==> src/rtl/run_ctrl.sv <==
// Run/step/breakpoint controller gating the CPU clock enable.
// Handles single step, free run with limit and breakpoint, and IO acknowledge waits.
module run_ctrl #(
    parameter logic [15:0] RUN_LIMIT = 16'hFFFF
) (
    input  logic        clk,
    input  logic        rstn,
    input  logic        step_p,
    input  logic        cont_p,
    input  logic        halt_p,
    input  logic        ent_p,
    input  logic        brk_en,
    input  logic [31:0] brk_addr,
    input  logic [31:0] pc,
    input  logic        io_we,
    input  logic        io_rd,
    output logic        cpu_en,
    output logic        pause,
    output logic        io_wait,
    output logic        brk_hit,
    output logic        lim_hit,
    output logic [15:0] insn_cnt,
    output logic [1:0]  st
);

    typedef enum logic [1:0] {
        IDLE = 2'd0,
        STEP = 2'd1,
        RUN  = 2'd2,
        IOW  = 2'd3
    } state_e;

    state_e      state_q, state_d;
    logic        ret_run_q, ret_run_d;
    logic        first_q, first_d;
    logic [15:0] cnt_q, cnt_d;
    logic        brk_hit_q, brk_hit_d;
    logic        lim_hit_q, lim_hit_d;

    logic stop_brk;
    logic stop_lim;
    logic run_stop;
    logic io_acc;

    // first_q masks the breakpoint so a continue from the breakpoint PC advances
    assign stop_brk = brk_en & (pc == brk_addr) & ~first_q;
    assign stop_lim = (cnt_q == RUN_LIMIT);
    assign run_stop = halt_p | stop_brk | stop_lim;
    assign io_acc   = io_we | io_rd;

    always_comb begin
        state_d   = state_q;
        ret_run_d = ret_run_q;
        first_d   = first_q;
        cnt_d     = cnt_q;
        brk_hit_d = 1'b0;
        lim_hit_d = 1'b0;
        cpu_en    = 1'b0;
        unique case (state_q)
            IDLE: begin
                if (cont_p) begin
                    state_d   = RUN;
                    cnt_d     = 16'd0;
                    first_d   = 1'b1;
                    ret_run_d = 1'b1;
                end else if (step_p) begin
                    state_d   = STEP;
                    cnt_d     = 16'd0;
                    ret_run_d = 1'b0;
                end
            end
            STEP: begin
                cpu_en  = 1'b1;
                state_d = io_acc ? IOW : IDLE;
            end
            RUN: begin
                if (run_stop) begin
                    state_d   = IDLE;
                    brk_hit_d = ~halt_p & stop_brk;
                    lim_hit_d = ~halt_p & stop_lim;
                end else begin
                    cpu_en  = 1'b1;
                    first_d = 1'b0;
                    if (io_acc) begin
                        state_d = IOW;
                    end
                end
            end
            IOW: begin
                if (halt_p) begin
                    ret_run_d = 1'b0;
                end
                if (ent_p) begin
                    state_d = (ret_run_q & ~halt_p) ? RUN : IDLE;
                end
            end
        endcase
        if (cpu_en && (cnt_q != 16'hFFFF)) begin
            cnt_d = cnt_q + 16'd1;
        end
    end

    always_ff @(posedge clk or negedge rstn) begin
        if (!rstn) begin
            state_q   <= IDLE;
            ret_run_q <= 1'b0;
            first_q   <= 1'b0;
            cnt_q     <= 16'd0;
            brk_hit_q <= 1'b0;
            lim_hit_q <= 1'b0;
        end else begin
            state_q   <= state_d;
            ret_run_q <= ret_run_d;
            first_q   <= first_d;
            cnt_q     <= cnt_d;
            brk_hit_q <= brk_hit_d;
            lim_hit_q <= lim_hit_d;
        end
    end

    assign pause    = ~cpu_en;
    assign io_wait  = (state_q == IOW);
    assign brk_hit  = brk_hit_q;
    assign lim_hit  = lim_hit_q;
    assign insn_cnt = cnt_q;
    assign st       = state_q;

endmodule

==> config.mk <==
export PLATFORM = sky130hd
export DESIGN_NAME = run_ctrl
export DESIGN_NICKNAME = d
export VERILOG_FILES = /design/src/rtl/run_ctrl.sv
export SDC_FILE = /design/constraint.sdc
export NUM_CORES = 1
export LEC_CHECK = 0
export CAP_MARGIN = 25
export CORE_MARGIN = 1.5
export CORE_UTILIZATION = 35
export DETAILED_ROUTE_END_ITERATION = 10
export GPL_ROUTABILITY_DRIVEN = 0
export PLACE_DENSITY_LB_ADDON = 0.05
export SETUP_SLACK_MARGIN = 0.1
export SLEW_MARGIN = 20
export SYNTH_ARGS = -nofsm -noshare
export SYNTH_HDL_FRONTEND = slang
export SYNTH_SLANG_ARGS = --single-unit
==> constraint.sdc <==
create_clock -name clk -period 2.2 [get_ports clk]
set_input_delay 0.22 -clock clk [delete_from_list [all_inputs] [get_ports clk]]
set_output_delay 0.22 -clock clk [all_outputs]
set_load 0.005 [all_outputs]
==> results.md, run 1 <==
| Parameter | Reported |
| --- | --- |
| Result of the run | finished with violations |
| Violations in the final reports | negative setup slack |
| Post-synthesis cell type count | 41 |
| Number of design-rule violations left by the first detailed-router iteration | 114 |
| Number of iterations in the first detailed-routing pass | 4 |
| Ports placed on the boundary | 96 |
| Power density over the cells | 677 nW/um^2 |
| Global-route congestion overflow total | 0 |
| Count of endpoints failing setup in the final report | 17 |
| Final core utilization | 76.2% |
| Antenna-violating nets left | 0 |
| CTS clock-pin slew for the worst setup and hold paths | 80 ps |
| Row count | 24 |
| Tcrit/Tclk final | 107% |
| Arrival time reported for the critical path endpoint | 2500 ps |
| Setup Skew | 1.92 ps |
| Largest area contributor in the netlist | sky130_fd_sc_hd__dfrtp_1 |
| Fmax | 425 MHz |
| Total of flip-flops plus latches after synthesis | 22 |
| Worst-Margin Slew | 445 ps |
| Number of warning messages in the yosys log | 0 |
| Most frequent cell after synthesis | sky130_fd_sc_hd__xor2_1 |
| Fraction of synthesis flops using an asynchronous set or reset pin | 100% |
| Number of diodes added for antenna fixing | 0 |
| Peak supply drop | 0.637 mV |
| Final number of hold-violating endpoints | 0 |
| Wire length per cell | 15.8 um |
| Sequential group share of total power | 21.7% |
| Wirelength, routed | 5.90 mm |
| Wire length of the first global-routing pass | 8.34 mm |
| Total track usage | 20.0% |
| Horizontal die dimension | 72.1 um |
| Fraction of power consumed by the clock network | 12.5% |
| Share of the synthesized area in the top cell type | 33.0% |
| Area inside the core boundary | 4470 um^2 |
| Most used flip-flop cell after synthesis | sky130_fd_sc_hd__dfrtp_1 |
| Slew margin rel. | 70.0% |
| Top cells by instance count after synthesis | 30 x sky130_fd_sc_hd__xor2_1, 22 x sky130_fd_sc_hd__dfrtp_1, 11 x sky130_fd_sc_hd__nand2_1, 11 x sky130_fd_sc_hd__nand3_1, 10 x sky130_fd_sc_hd__a211o_1 |
| Filler Cells Inserted | 321 |
| Category of the worst setup path capture point | register |
| Critical R2R Launch | insn_cnt[1]$_DFFE_PN0P_ |
| Max-cap violations | 0 |
| Total vias in the final route | 1949 |
| Total leakage power | 1.88 nW |
| Ratio of routed vias to standard cells | 5.24 |
| Internal Pwr Total | 1.44 mW |
| Antenna violations before repair | 0 |
| HPWL after detailed placement | 3.99 mm |
| Drt drc | 0 |
| Net Sw Power | 0.872 mW |
| Layout cell share with drive strength beyond 1 | 28.1% |
| Worst-case setup margin in the final layout | -153 ps |
| Share of power burned in combinational logic | 65.8% |
| Sequential share of the synthesized area | 33.0% |
| Largest net degree at the start of global routing | 23 |
| Summed instance area of the synthesized netlist | 1670 um^2 |
| Place WS | -505 ps |
| H-tree depth reported by CTS | 1 |
| Critical path launch point type | input port |
| Register-to-register path setup slack | -140 ps |
| Worst R2R End | insn_cnt[2]$_DFFE_PN0P_ |
| Post-Synthesis Mean Instance Area | 9.22 um^2 |
| Minimum clock period | 2350 ps |
| Fraction of power spent switching nets | 37.8% |
| Critical-path maximum fanout | 5 |
| Leading cell types by total area after synthesis | sky130_fd_sc_hd__dfrtp_1 33%, sky130_fd_sc_hd__xor2_1 16%, sky130_fd_sc_hd__a211o_1 5.2% |
| Worst reg2reg path depth | 10 |
| Die area | 5190 um^2 |
| Post-synthesis instance total | 181 |
| Cts bufs inserted | 3 |
| Post-Synthesis Net Count | 259 |
| Clock root buffer | sky130_fd_sc_hd__clkbuf_8 |
| Effective utilization at floorplan | 37.3% |
| Setup repair after global routing missed its margin | yes |
| HP Class | in2async |
| Required time of the critical path | 2350 ps |
| Buffers on Ports | 95 |
| Longest Clk Path Bufs | 2 |
| Clock tree from TritonCTS | done |
| Final max-slew violation count | 0 |
| Number of nets in the layout | 399 |
| Clock insertion delay at the later pin of the skew report | 260 ps |
| Number of enable flip-flop cells after synthesis | 0 |
| Number of global-route vias before repair | 1832 |
| TritonCTS Sinks | 22 |
| Classification of the worst setup path | in2reg |
| Floorplan die height | 72.1 um |
| Synth-to-layout area growth | 104% |
==> worst max-delay path by stage <==
stage	end	start
after detailed placement	st[1]$_DFFE_PN0P_	brk_addr[2]
after floorplan	insn_cnt[12]$_DFFE_PN0P_	insn_cnt[0]$_DFFE_PN0P_
after global routing	insn_cnt[2]$_DFFE_PN0P_	brk_addr[6]
final	insn_cnt[2]$_DFFE_PN0P_	brk_addr[5]
after global placement	st[1]$_DFFE_PN0P_	brk_addr[17]
after CTS	insn_cnt[12]$_DFFE_PN0P_	insn_cnt[0]$_DFFE_PN0P_
==> final cells by class <==
cell class	count	area [um^2]	share of cell area (%)
inverters	4	15.0	0.440
well taps	52	65.1	1.91
flip-flops and latches	22	551	16.1
repair buffers	138	1460	42.7
clock buffers	4	55.1	1.61
multi-input cells	152	1270	37.2
==> state kept, by name (all words and copies together) (netlist names) <==
name       cells
brk_hit        1
first_q        1
insn_cnt      16
lim_hit        1
ret_run_q      1
st             2
==> kinds of logic (layout without fill, tap and decap cells) <==
family / Yosys count / in the layout / share of synthesized area (%)
flip-flops: 22 / 22 / 33.0
XOR/XNOR: 35 / 35 / 18.4
multiplexers: 1 / 1 / 0.600
buffers and inverters: 8 / 146 / 2.02
adder cells (fa/ha/maj): 5 / 5 / 3.75
AND/OR/NAND/NOR: 77 / 78 / 27.3
AO/OA/AOI/OAI: 33 / 33 / 15.0
==> through the flow <==
stage	total power [mW]	TNS, ps	std cells	instance area [um^2]	hold WS (ps)
final	2.31	-1190	372	3410	308
after detailed placement	1.64	-8090	354	2930	491
after floorplan	1.12	-264	181	1710	-75.6
after CTS	1.97	-2930	362	3030	318
after global routing	2.46	-2740	372	3410	331
after global placement	1.63	-7880	354	2930	484
==> cells in the final DEF (no fill, tap or decap), types with 4 or more instances in the layout <==
cell / count
sky130_fd_sc_hd__buf_4: 34
sky130_fd_sc_hd__and3_4: 10
sky130_fd_sc_hd__nand2_1: 11
sky130_fd_sc_hd__inv_1: 4
sky130_fd_sc_hd__xor2_1: 30
sky130_fd_sc_hd__nor2_1: 6
sky130_fd_sc_hd__clkdlybuf4s50_1: 46
sky130_fd_sc_hd__o21ai_0: 6
sky130_fd_sc_hd__a211o_1: 10
sky130_fd_sc_hd__nor3_1: 5
sky130_fd_sc_hd__nand3_1: 7
sky130_fd_sc_hd__nor4_2: 4
sky130_fd_sc_hd__buf_6: 5
sky130_fd_sc_hd__ha_1: 4
sky130_fd_sc_hd__dfrtp_1: 22
sky130_fd_sc_hd__dlymetal6s2s_1: 47
sky130_fd_sc_hd__nor3_2: 4
sky130_fd_sc_hd__nand3_2: 4
sky130_fd_sc_hd__xnor2_1: 5
sky130_fd_sc_hd__clkbuf_8: 4
==> worst max-delay path, stage by stage <==
cell                              delay [ps]
sky130_fd_sc_hd__clkdlybuf4s50_1         410
sky130_fd_sc_hd__xor2_1                  170
sky130_fd_sc_hd__nor4_2                  240
sky130_fd_sc_hd__nand4_1                 130
sky130_fd_sc_hd__or3_4                   380
sky130_fd_sc_hd__buf_6                   140
sky130_fd_sc_hd__o21ai_4                 270
sky130_fd_sc_hd__clkbuf_16               220
sky130_fd_sc_hd__nor3b_2                  40
sky130_fd_sc_hd__a211o_2                 290
==> per-layer routing <==
metal / vias to the layer above / global-route usage, % / part of all wire [%]
met5: - / 0 / 0
met3: 10 / 3.06 / 3.6
li1: 941 / - / -
met1: 941 / 24.7 / 40
met4: 0 / 1.89 / 1.9
met2: 57 / 37.9 / 55
==> repair_timing <==
action	4_1_cts	5_1_grt
gates resized for setup	14	80
endpoints found under the hold margin	0	0
setup endpoints to repair	20	21
pin swaps	7	59
hold buffers	0	0
cloned	1	2
buffers inserted	3	8
==> power groups by stage <==
stage	clock network (mW)	logic, mW	registers [mW]
after floorplan	0	0.587	0.530
after global placement	0	1.12	0.507
after detailed placement	0	1.14	0.507
after CTS	0.296	1.17	0.501
after global routing	0.313	1.64	0.507
final	0.289	1.52	0.500
No activity file was read; power rests on OpenSTA's default activity.
==> inputs of run 2 (changes only) <==
Settings changed: CAP_MARGIN 25 to default, CORE_MARGIN 1.5 to 8.
==> run 2 against run 1 <==
  * Core utilization down 9.7 points
  * Register-to-register slack is essentially flat
  * Clock skew grew 2.2 ps
  * Sequential cell count stayed put
  * Fmax barely moved
  * First-iteration DRC count up 21%
  * Die area rose by 39%
  * Global-route usage decreased by 4.5 points
  * Worst hold slack got worse by 13 ps
  * Critical endpoint is now insn_cnt[8]$_DFFE_PN0P_
  * The flow still finishes with violations (negative setup slack)
  * Non-clock buffer count is 3 lower
  * Count of clock-buffer cells in the layout unchanged
  * Via count down 1.3%
==> results.md, run 2 (same netlist as run 1, synthesis figures left out) <==
| Parameter | Reported | Change |
| --- | --- | --- |
| Result of the run | finished with violations |  |
| Violations in the final reports | negative setup slack |  |
| Number of global-route vias before repair | 2005 | +9.4% |
| Classification of the worst setup path | reg2reg |  |
| Worst-case setup margin in the final layout | -151 ps | +1.50 ps |
| Total vias in the final route | 1923 | -1.3% |
| Cell area after layout | 3100 um^2 | -9.1% |
| Setup repair after global routing missed its margin | yes |  |
| Die area | 7230 um^2 | +39% |
| Clock insertion delay at the later pin of the skew report | 270 ps | about the same |
| Number of placed instances with taps included | 361 | +2.0% |
| Required time of the critical path | 2360 ps | about the same |
| Filler Cells Inserted | 413 | +29% |
| Longest Clk Path Bufs | 2 | unchanged |
| Antenna-violating nets left | 0 | unchanged |
| Number of diodes added for antenna fixing | 0 | unchanged |
| TritonCTS Sinks | 22 | unchanged |
| Number of nets in the layout | 396 | -0.75% |
| Worst-Margin Slew | 340 ps | -105 ps |
| Number of design-rule violations left by the first detailed-router iteration | 138 | +21% |
| Drt drc | 0 | unchanged |
| Number of iterations in the first detailed-routing pass | 4 | unchanged |
| Global-route congestion overflow total | 0 | unchanged |
| Buffers on Ports | 95 | unchanged |
| Tcrit/Tclk final | 107% | about the same |
| Horizontal die dimension | 85.1 um | +18% |
| Flip-flop count of the largest register, all copies and words added | 16 | unchanged |
| Wirelength, routed | 5.60 mm | -5.1% |
| Total leakage power | 1.50 nW | -20% |
| Ports placed on the boundary | 96 | unchanged |
| Most frequent standard cell in the layout excluding fill and tap cells | sky130_fd_sc_hd__clkdlybuf4s50_1 |  |
| Effective utilization at floorplan | 35.8% | -1.5 points |
| Layout cell share with drive strength beyond 1 | 21.1% | -7.0 points |
| Wire length per cell | 15.1 um | -4.8% |
| CTS clock-pin slew for the worst setup and hold paths | 80 ps | about the same |
| Clock root buffer | sky130_fd_sc_hd__clkbuf_8 |  |
| Total track usage | 15.5% | -4.5 points |
| Power density over the cells | 680 nW/um^2 | +0.42% |
| Area after DPL | 2960 um^2 | +0.94% |
| Final core utilization | 66.5% | -9.7 points |
| Area inside the core boundary | 4660 um^2 | +4.2% |
| Commonest cells after routing, fill and taps aside | 70 x sky130_fd_sc_hd__clkdlybuf4s50_1, 36 x sky130_fd_sc_hd__buf_4, 30 x sky130_fd_sc_hd__xor2_1 |  |
| Layout Cells excl Fill | 371 | -0.27% |
| Row count | 25 | +4.2% |
| Clock tree from TritonCTS | done |  |
| Max-cap violations | 0 | unchanged |
| Critical-path maximum fanout | 8 | +3 |
| Cts bufs inserted | 3 | unchanged |
| Slew margin rel. | 77.1% | +7.1 points |
| Minimum clock period | 2350 ps | -1.50 ps |
| Floorplan die height | 85.1 um | +18% |
| Peak supply drop | 0.370 mV | -42% |
| Count of endpoints failing setup in the final report | 15 | -2 |
| Arrival time reported for the critical path endpoint | 2510 ps | about the same |
| Final max-slew violation count | 0 | unchanged |
| Category of the worst setup path capture point | register |  |
| Critical path launch point type | register |  |
| Largest net degree at the start of global routing | 23 | unchanged |
| HPWL after detailed placement | 4.67 mm | +17% |
| Fmax | 425 MHz | about the same |
| Synth-to-layout area growth | 85.8% |  |
| Wire length of the first global-routing pass | 9.21 mm | +10% |
| H-tree depth reported by CTS | 1 | unchanged |
| Ratio of routed vias to standard cells | 5.18 | -1.1% |
| Setup Skew | 4.17 ps | +2.25 ps |
| HP Class | in2async |  |
| Antenna violations before repair | 0 | unchanged |
| Final number of hold-violating endpoints | 0 | unchanged |
## run 2: cell count changes in the layout (fill, tap and decap cells not counted), sizes merged
cell,before,now
dlymetal6s2s,47,8
buf,43,42
clkdlybuf4s50,46,70
clkbuf,6,4
dlygate4sd2,0,15
## run 2: path summary, 6_finish.rpt
check                      slack [ps]  depth (start not counted)                    start                       to
max                              -150                          9  insn_cnt[1]$_DFFE_PN0P_  insn_cnt[8]$_DFFE_PN0P_
min                               300                          2                     rstn  insn_cnt[8]$_DFFE_PN0P_
max reg2reg                      -150                          9  insn_cnt[1]$_DFFE_PN0P_  insn_cnt[8]$_DFFE_PN0P_
min reg2reg                       520                          1      first_q$_DFFE_PN0P_      first_q$_DFFE_PN0P_
max in group asynchronous        1680                          2                     rstn  insn_cnt[7]$_DFFE_PN0P_
min in group clk                  520                          1      first_q$_DFFE_PN0P_      first_q$_DFFE_PN0P_
## run 2: timing repair
action / 4_1_cts / 5_1_grt
gates cloned: 1 / 1
resized for setup: 35 / 11
pin swaps: 6 / 6
setup buffers: 2 / 2
hold buffers: 0 / 0
setup endpoints to repair: 21 / 21
## run 2: critical path, cell delays in order (launching register included)
cell and delay, ps:
sky130_fd_sc_hd__dfrtp_1 380, sky130_fd_sc_hd__ha_2 190, sky130_fd_sc_hd__and3_4 190, sky130_fd_sc_hd__nand4_4 100
sky130_fd_sc_hd__or4_4 440, sky130_fd_sc_hd__buf_4 160, sky130_fd_sc_hd__o211a_4 150, sky130_fd_sc_hd__o21a_4 150
sky130_fd_sc_hd__and3_2 210, sky130_fd_sc_hd__a211o_1 260
## run 2: area by class of cell
cell class	count	area [um^2]	area share (%)
clock buffer	4	55.1	1.78
timing repair buffer	135	1260	40.6
inverter	4	15.0	0.484
multi-input combinational	152	1150	37.2
sequential	22	551	17.8
tap	54	67.6	2.18
## run 2: stage by stage
stage / hold WS, ps / power (mW) / worst slack, ps / TNS, ps
floorplan: -75.6 / 1.12 / -94.5 / -264
global placement: 488 / 1.67 / -487 / -7860
CTS: 305 / 2.07 / -122 / -952
detailed placement: 495 / 1.68 / -520 / -8290
global route: 332 / 2.25 / -223 / -2930
finish: 295 / 2.11 / -151 / -1430
## run 2: where the power goes
part	internal, mW	switching [mW]
Sequential	0.464	0.0376
Combinational	0.713	0.589
Clock	0.160	0.145
Total	1.34	0.771
## run 2: metal layers
| layer | global-route usage (%) | routed length [um] |
|---|---|---|
| met2 | 27.8 | 2860 |
| met1 | 16.0 | 2160 |
| met5 | 0 | 0 |
| met3 | 5.79 | 492 |
| met4 | 5.83 | 81 |
==> inputs of run 3 (changes only) <==
Settings changed: CAP_MARGIN from default to 30, CORE_ASPECT_RATIO from default to 1.2.
==> run 3 against run 2 <==
  * Final cell count increased by 1.1%
  * Register-to-register slack about the same
  * Cell area increased by 9.0%
  * Core utilization increased by 7.0 points
  * Non-clock buffer count unchanged
  * Wire length increased by 13%
  * Global-route usage increased by 1.4 points
  * Highest routed layer unchanged
  * Critical endpoint unchanged
  * The flow still finishes with violations (negative setup slack)
  * Sequential cell count unchanged
  * First-iteration DRC count decreased by 59%
  * Clock skew about the same
  * Total power increased by 16%
  * Die area increased by 0.13%
==> results.md, run 3 (same netlist as run 1, synthesis figures left out) <==
| Parameter | Reported | Change |
| --- | --- | --- |
| Result of the run | finished with violations |  |
| Violations in the final reports | negative setup slack |  |
| Final TNS setup | -1660 ps | -222 ps |
| Sequential group share of total power | 20.3% | -3.5 points |
| Number of design-rule violations left by the first detailed-router iteration | 56 | -59% |
| Setup repair after global routing missed its margin | yes |  |
| Floorplan die height | 91.7 um | +7.8% |
| Power density over the cells | 726 nW/um^2 | +6.7% |
| Die area | 7240 um^2 | +0.13% |
| Global-route congestion overflow total | 0 | unchanged |
| Buffers on Ports | 95 | unchanged |
| H-tree depth reported by CTS | 1 | unchanged |
| Longest Clk Path Bufs | 2 | unchanged |
| Worst-Margin Slew | 456 ps | +117 ps |
| Category of the worst setup path capture point | register |  |
| Worst-case setup margin in the final layout | -140 ps | +11.2 ps |
| Slew margin rel. | 69.2% | -7.8 points |
| Wire length per cell | 16.9 um | +12% |
| CTS clock-pin slew for the worst setup and hold paths | 90 ps | about the same |
| Fraction of power consumed by the clock network | 15.7% | +1.2 points |
| Number of nets in the layout | 396 | unchanged |
| Commonest cells after routing, fill and taps aside | 53 x sky130_fd_sc_hd__clkdlybuf4s50_1, 31 x sky130_fd_sc_hd__buf_4, 30 x sky130_fd_sc_hd__xor2_1, 30 x sky130_fd_sc_hd__dlymetal6s2s_1, 22 x sky130_fd_sc_hd__dfrtp_1 |  |
| Share of power burned in combinational logic | 64.0% | +2.3 points |
| Fmax | 427 MHz | +0.48% |
| Setup Skew | 4.11 ps | -0.0660 ps |
| HPWL after detailed placement | 4.90 mm | +4.9% |
| Post-route total power | 2.45 mW | +16% |
| Total vias in the final route | 1899 | -1.2% |
| Horizontal die dimension | 79.0 um | -7.1% |
| Worst reg2reg path depth | 10 | +1 |
| Drt drc | 0 | unchanged |
| Place WS | -536 ps | -15.7 ps |
| Wire length of the first global-routing pass | 9.98 mm | +8.4% |
| Critical-path maximum fanout | 8 | unchanged |
| Register-to-register path setup slack | -140 ps | about the same |
| Max-cap violations | 0 | unchanged |
| HP Class | in2async |  |
| Number of diodes added for antenna fixing | 0 | unchanged |
| Ratio of routed vias to standard cells | 5.06 | -2.3% |
| Worst R2R End | insn_cnt[8]$_DFFE_PN0P_ |  |
| Total leakage power | 1.73 nW | +16% |
| Arrival time reported for the critical path endpoint | 2500 ps | about the same |
| Wirelength, routed | 6.35 mm | +13% |
| Antenna-violating nets left | 0 | unchanged |
| Total track usage | 16.9% | +1.4 points |
| Ports placed on the boundary | 96 | unchanged |
| Most frequent standard cell in the layout excluding fill and tap cells | sky130_fd_sc_hd__clkdlybuf4s50_1 |  |
| Synth-to-layout area growth | 102% |  |
| Critical R2R Launch | insn_cnt[0]$_DFFE_PN0P_ |  |
| Final number of hold-violating endpoints | 0 | unchanged |
| Critical path launch point type | register |  |
| Clock tree from TritonCTS | done |  |
| Layout Cells excl Fill | 375 | +1.1% |
| Peak supply drop | 0.631 mV | +71% |
| Cts bufs inserted | 3 | unchanged |
| Row count | 27 | +8.0% |
| Number of iterations in the first detailed-routing pass | 4 | unchanged |
| Internal Pwr Total | 1.56 mW | +16% |
| Number of hold-repair buffers added at the cts stage | 0 | unchanged |
| Largest net degree at the start of global routing | 23 | unchanged |
| Clock insertion delay at the later pin of the skew report | 270 ps | about the same |
| TritonCTS Sinks | 22 | unchanged |
| Antenna violations before repair | 0 | unchanged |
| Layout cell share with drive strength beyond 1 | 27.8% | +6.6 points |
| Clock root buffer | sky130_fd_sc_hd__clkbuf_8 |  |
| Count of endpoints failing setup in the final report | 17 | +2 |
| Effective utilization at floorplan | 36.3% | +0.52 points |
| Fraction of power spent switching nets | 36.5% | -0.045 points |
| Flip-flop count of the largest register, all copies and words added | 16 | unchanged |
| Minimum clock period | 2340 ps | -11.2 ps |
| Area inside the core boundary | 4590 um^2 | -1.4% |
| Net Sw Power | 0.896 mW | +16% |
| Number of global-route vias before repair | 2088 | +4.1% |
| Final max-slew violation count | 0 | unchanged |
| Number of placed instances with taps included | 364 | +0.83% |
| Tcrit/Tclk final | 106% | -0.51 points |
| Classification of the worst setup path | reg2reg |  |
| Required time of the critical path | 2360 ps | about the same |
| Filler Cells Inserted | 354 | -14% |
-- run 3: cell types whose count changed in the layout (fill, tap and decap cells not counted), sizes merged --
cell and delta:
dlymetal6s2s +22, clkdlybuf4s50 -17, bufinv +1, clkbuf +1, buf -2, dlygate4sd2 -5
-- run 3: repair_timing --
action / in CTS / in global routing
pin swaps: 4 / 46
resized for setup: 38 / 56
setup endpoints to repair: 21 / 21
gates cloned: 2 / 1
buffers inserted: 3 / 1
-- run 3: through the flow --
| step | utilization, % | hold WS, ps | instance area [um^2] |
|---|---|---|---|
| 2_1_floorplan | - | -75.6 | 1710 |
| 3_3_place_gp | 64.6 | 553 | 2970 |
| 3_5_place_dp | 64.6 | 544 | 2970 |
| 4_1_cts | 68.6 | 316 | 3150 |
| 5_1_grt | 73.6 | 341 | 3380 |
| 6_report | 73.6 | 304 | 3380 |
-- run 3: final cells by class --
| cell class | instances | area (um^2) | area share, % |
|---|---|---|---|
| inverter | 4 | 15.0 | 0.444 |
| clock inverter | 1 | 30.0 | 0.889 |
| tap | 58 | 72.6 | 2.15 |
| clock buffer | 3 | 41.3 | 1.22 |
| timing repair buffer | 135 | 1380 | 40.8 |
| sequential | 22 | 551 | 16.3 |
| multi-input combinational | 152 | 1290 | 38.2 |
-- run 3: worst max path at each step --
stage	startpoint	to	slack, ps	cells past startpoint
2_1_floorplan	insn_cnt[0]$_DFFE_PN0P_	insn_cnt[12]$_DFFE_PN0P_	-90	8
3_3_place_gp	brk_addr[23]	pause	-510	8
4_1_cts	insn_cnt[0]$_DFFE_PN0P_	insn_cnt[12]$_DFFE_PN0P_	-120	9
3_5_place_dp	brk_addr[17]	pause	-540	8
5_1_grt	insn_cnt[0]$_DFFE_PN0P_	insn_cnt[12]$_DFFE_PN0P_	-220	9
6_report	insn_cnt[0]$_DFFE_PN0P_	insn_cnt[8]$_DFFE_PN0P_	-140	10
-- run 3: critical path: stages (launching register included) --
cell and delay, ps:
sky130_fd_sc_hd__dfrtp_1 360, sky130_fd_sc_hd__ha_2 190, sky130_fd_sc_hd__and3_4 190, sky130_fd_sc_hd__nand4_4 100
sky130_fd_sc_hd__or4_4 450, sky130_fd_sc_hd__buf_6 150, sky130_fd_sc_hd__o211a_4 150, sky130_fd_sc_hd__o21ai_4 110
sky130_fd_sc_hd__clkbuf_16 210, sky130_fd_sc_hd__nor3_1 40, sky130_fd_sc_hd__a211o_1 260
-- run 3: per-layer routing --
| metal | track usage (%) | share of wire, % | vias up | wire length, um |
|---|---|---|---|---|
| met5 | 0 | 0 | - | 0 |
| met4 | 4.02 | 0.93 | 0 | 59 |
| met3 | 8.11 | 11 | 7 | 679 |
| met2 | 31.7 | 54 | 67 | 3410 |
| met1 | 15.8 | 35 | 893 | 2200 |
| li1 | - | - | 932 | - |
-- run 3: power groups by stage --
stage | Sequential (mW) | Combinational, mW | Clock, mW
after floorplan | 0.530 | 0.587 | 0
after global placement | 0.505 | 1.18 | 0
after detailed placement | 0.505 | 1.18 | 0
after CTS | 0.498 | 1.42 | 0.388
after global routing | 0.507 | 1.68 | 0.405
final | 0.498 | 1.57 | 0.386
==> RTL edit: new RTL, config.mk and constraints of run 3 <==
Register the output `insn_cnt` once more; this adds one clock of latency there. The other outputs are not delayed to match.
--- a/src/rtl/run_ctrl.sv
+++ b/src/rtl/run_ctrl.sv
@@ -122,7 +122,9 @@
     assign io_wait  = (state_q == IOW);
     assign brk_hit  = brk_hit_q;
     assign lim_hit  = lim_hit_q;
-    assign insn_cnt = cnt_q;
+    always_ff @(posedge clk) begin
+        insn_cnt <= cnt_q;
+    end
     assign st       = state_q;
 
 endmodule
Function: changed (a bounded check fails within 4 cycles, from zero or initial values and one cycle with rstn low).
==> RTL edit against run 3 <==
The flow still finishes with violations (setup timing); power grew 30%; die area up 22%; area after synthesis up 27%; wire length is 37% higher; count of clock-buffer cells in the layout increased by 4; global-route usage is 2.0 points higher; setup slack got worse by 0.026 ns; register-to-register slack worse by 0.02 ns; final area is 34% higher; sequential cell count rose by 16; largest cell class unchanged; highest routed layer unchanged.
==> RTL edit: results (changes against run 3) <==
Clock tree
The count of H-tree levels built during CTS is 2 (+1). The clock slew at the register clock pins of the worst setup and hold paths is 0.07 ns (-0.02 ns). The insertion delay to the later sink of the worst-skew pair was 0.29 ns (+0.02 ns). The number of clock buffers inserted by TritonCTS is 5 (+2). The buffer type at the clock tree root is clkbuf_8. The number of buffers between clock root and the deepest sink is 2 (unchanged).

Placement
The number of placed instances with taps included is 460 (+26%). The worst-case setup slack after placement is -0.536 ns (-0.0000500 ns). The port buffer count is 95 (unchanged). The HPWL reported at the end of detailed placement is 5580 um (+14%).

Power
The power attributed to the clock group came to 0.488 mW (+26%). The leakage power figure is 2.05 nW (+18%). The switching share of total power was 32.6% (-3.9 points). The logic gate share of total power is 59.5% (-4.5 points). The power drawn by the combinational cells came to 1.90 mW (+21%). The worst ir drop on vdd is 0.428 mV (-32%).

Final layout
The proportion of layout cells with a drive suffix above 1 is 43.7% (+16 points). The count of nets after finishing was 523 (+32%). The number of diodes is 0 (unchanged). The fill cell instance count of the final layout was 406 (+15%).

GRT
The via count of the first global-routing pass is 2,857 (+37%). The initial antenna violation count is 0 (unchanged). The first-pass GRT wire length is 12,900 um (+29%). The global-route usage over all layers is 18.9% (+2.0 points). The largest net degree at the start of global routing came to 23 (unchanged).

Drt
The total iterations of the first detailed-routing run is 4 (unchanged). The number of design-rule violations left by the first detailed-router iteration was 77 (+38%). The average wire length per cell after detail routing is 16.4 um (-3.0%). The number of DRC violations after detailed routing came to 0 (unchanged). The final wirelength came to 8670 um (+37%). The detailed-route via count is 2,638 (+39%).

Synth
The synthesized area per cell is 9.38 um^2 (+1.8%). The share of flip-flops with an asynchronous set or reset is 57.9% (-42 points). Yosys attributes the largest share of cell area to dfrtp_1 26%, dfxtp_1 15%, xnor2_1 13%. The total nets after synthesis is 304 (+17%). In the synthesized netlist, the cells that appear most often are 32 x xnor2_1, 22 x dfrtp_1, 17 x nand2_1. In the synthesized netlist the dominant register cell turns out to be dfrtp_1. The part of the Yosys area used for sequential elements was 41.1% (+8.1 points). The unique cell type count in the Yosys netlist is 43 (+4.9%). The count of yosys warnings during synthesis is 0 (unchanged).

Worst setup path
The delay of the slowest cell on the worst path came to 0.49 ns (+0.04 ns). The largest fanout on the critical path was 2 (-6). The arrival time at the worst endpoint is 2.57 ns (+0.07 ns). The largest delay contributor family on the critical path is buffers and inverters. The largest individual stage delay along the critical path comes from the cell clkdlybuf4s50_1.

Status
The final reports fail on setup timing. The run finished, with violations left.

Timing
The final clock skew is 0.00360 ns (-0.000510 ns). The number of setup violations in the final report is 20 (+3). The setup slack of the critical path after layout came to -0.167 ns (-0.0264 ns).

The relative slew slack is 74.3% (+5.1 points).

Worst hold path
The kind of path behind the tightest hold check is in -> async.
RTL edit: final cells by class:
class / count / share of cell area, %
multi-input cells: 176 / 33.3
inverters: 8 / 0.663
well taps: 82 / 2.27
repair buffers: 216 / 42.6
clock buffers: 7 / 1.91
clock inverters: 1 / 0.110
flip-flops and latches: 38 / 19.2
RTL edit: kinds of logic after synthesis:
logic type / count (synthesis) / synth area share (%)
AO/OA/AOI/OAI: 38 / 12.9
XOR/XNOR: 34 / 14.0
adder cells (fa/ha/maj): 5 / 2.95
buffers and inverters: 12 / 2.89
flip-flops: 38 / 41.1
multiplexers: 3 / 1.53
AND/OR/NAND/NOR: 96 / 24.7
RTL edit: per-stage QoR:
| stage | instance area, um^2 | setup TNS, ns |
|---|---|---|
| after global routing | 4530 | -3.83 |
| after floorplan | 2160 | -0.503 |
| final | 4530 | -1.97 |
| after global placement | 3670 | -7.21 |
| after CTS | 4370 | -1.47 |
| after detailed placement | 3670 | -8.39 |
RTL edit: timing repair:
action / CTS / global route
hold buffers: 0 / 0
pin swaps: 38 / 30
gates cloned: 1 / 0
endpoints found under the setup margin: 20 / 21
gates resized for setup: 93 / 51
buffers inserted: 59 / 5
RTL edit: worst paths after layout:
check,from,to,slack (ns),cells after the start
max,brk_en,brk_hit,-0.17,18
min,rstn,ret_run_q,0.28,2
max reg2reg,cnt_q[0],cnt_q[15],-0.16,9
min reg2reg,cnt_q[12],insn_cnt[12],0.47,0
max in group asynchronous,rstn,cnt_q[10],1.68,2
min in group clk,brk_addr[28],brk_hit,0.43,6
RTL edit: layer usage:
metal | part of all wire [%] | vias up | track usage (%)
li1 | - | 1248 | -
met1 | 34 | 1261 | 17.3
met2 | 56 | 104 | 36.4
met3 | 6.5 | 25 | 4.95
met4 | 3.7 | 0 | 10.5
met5 | 0 | - | 0
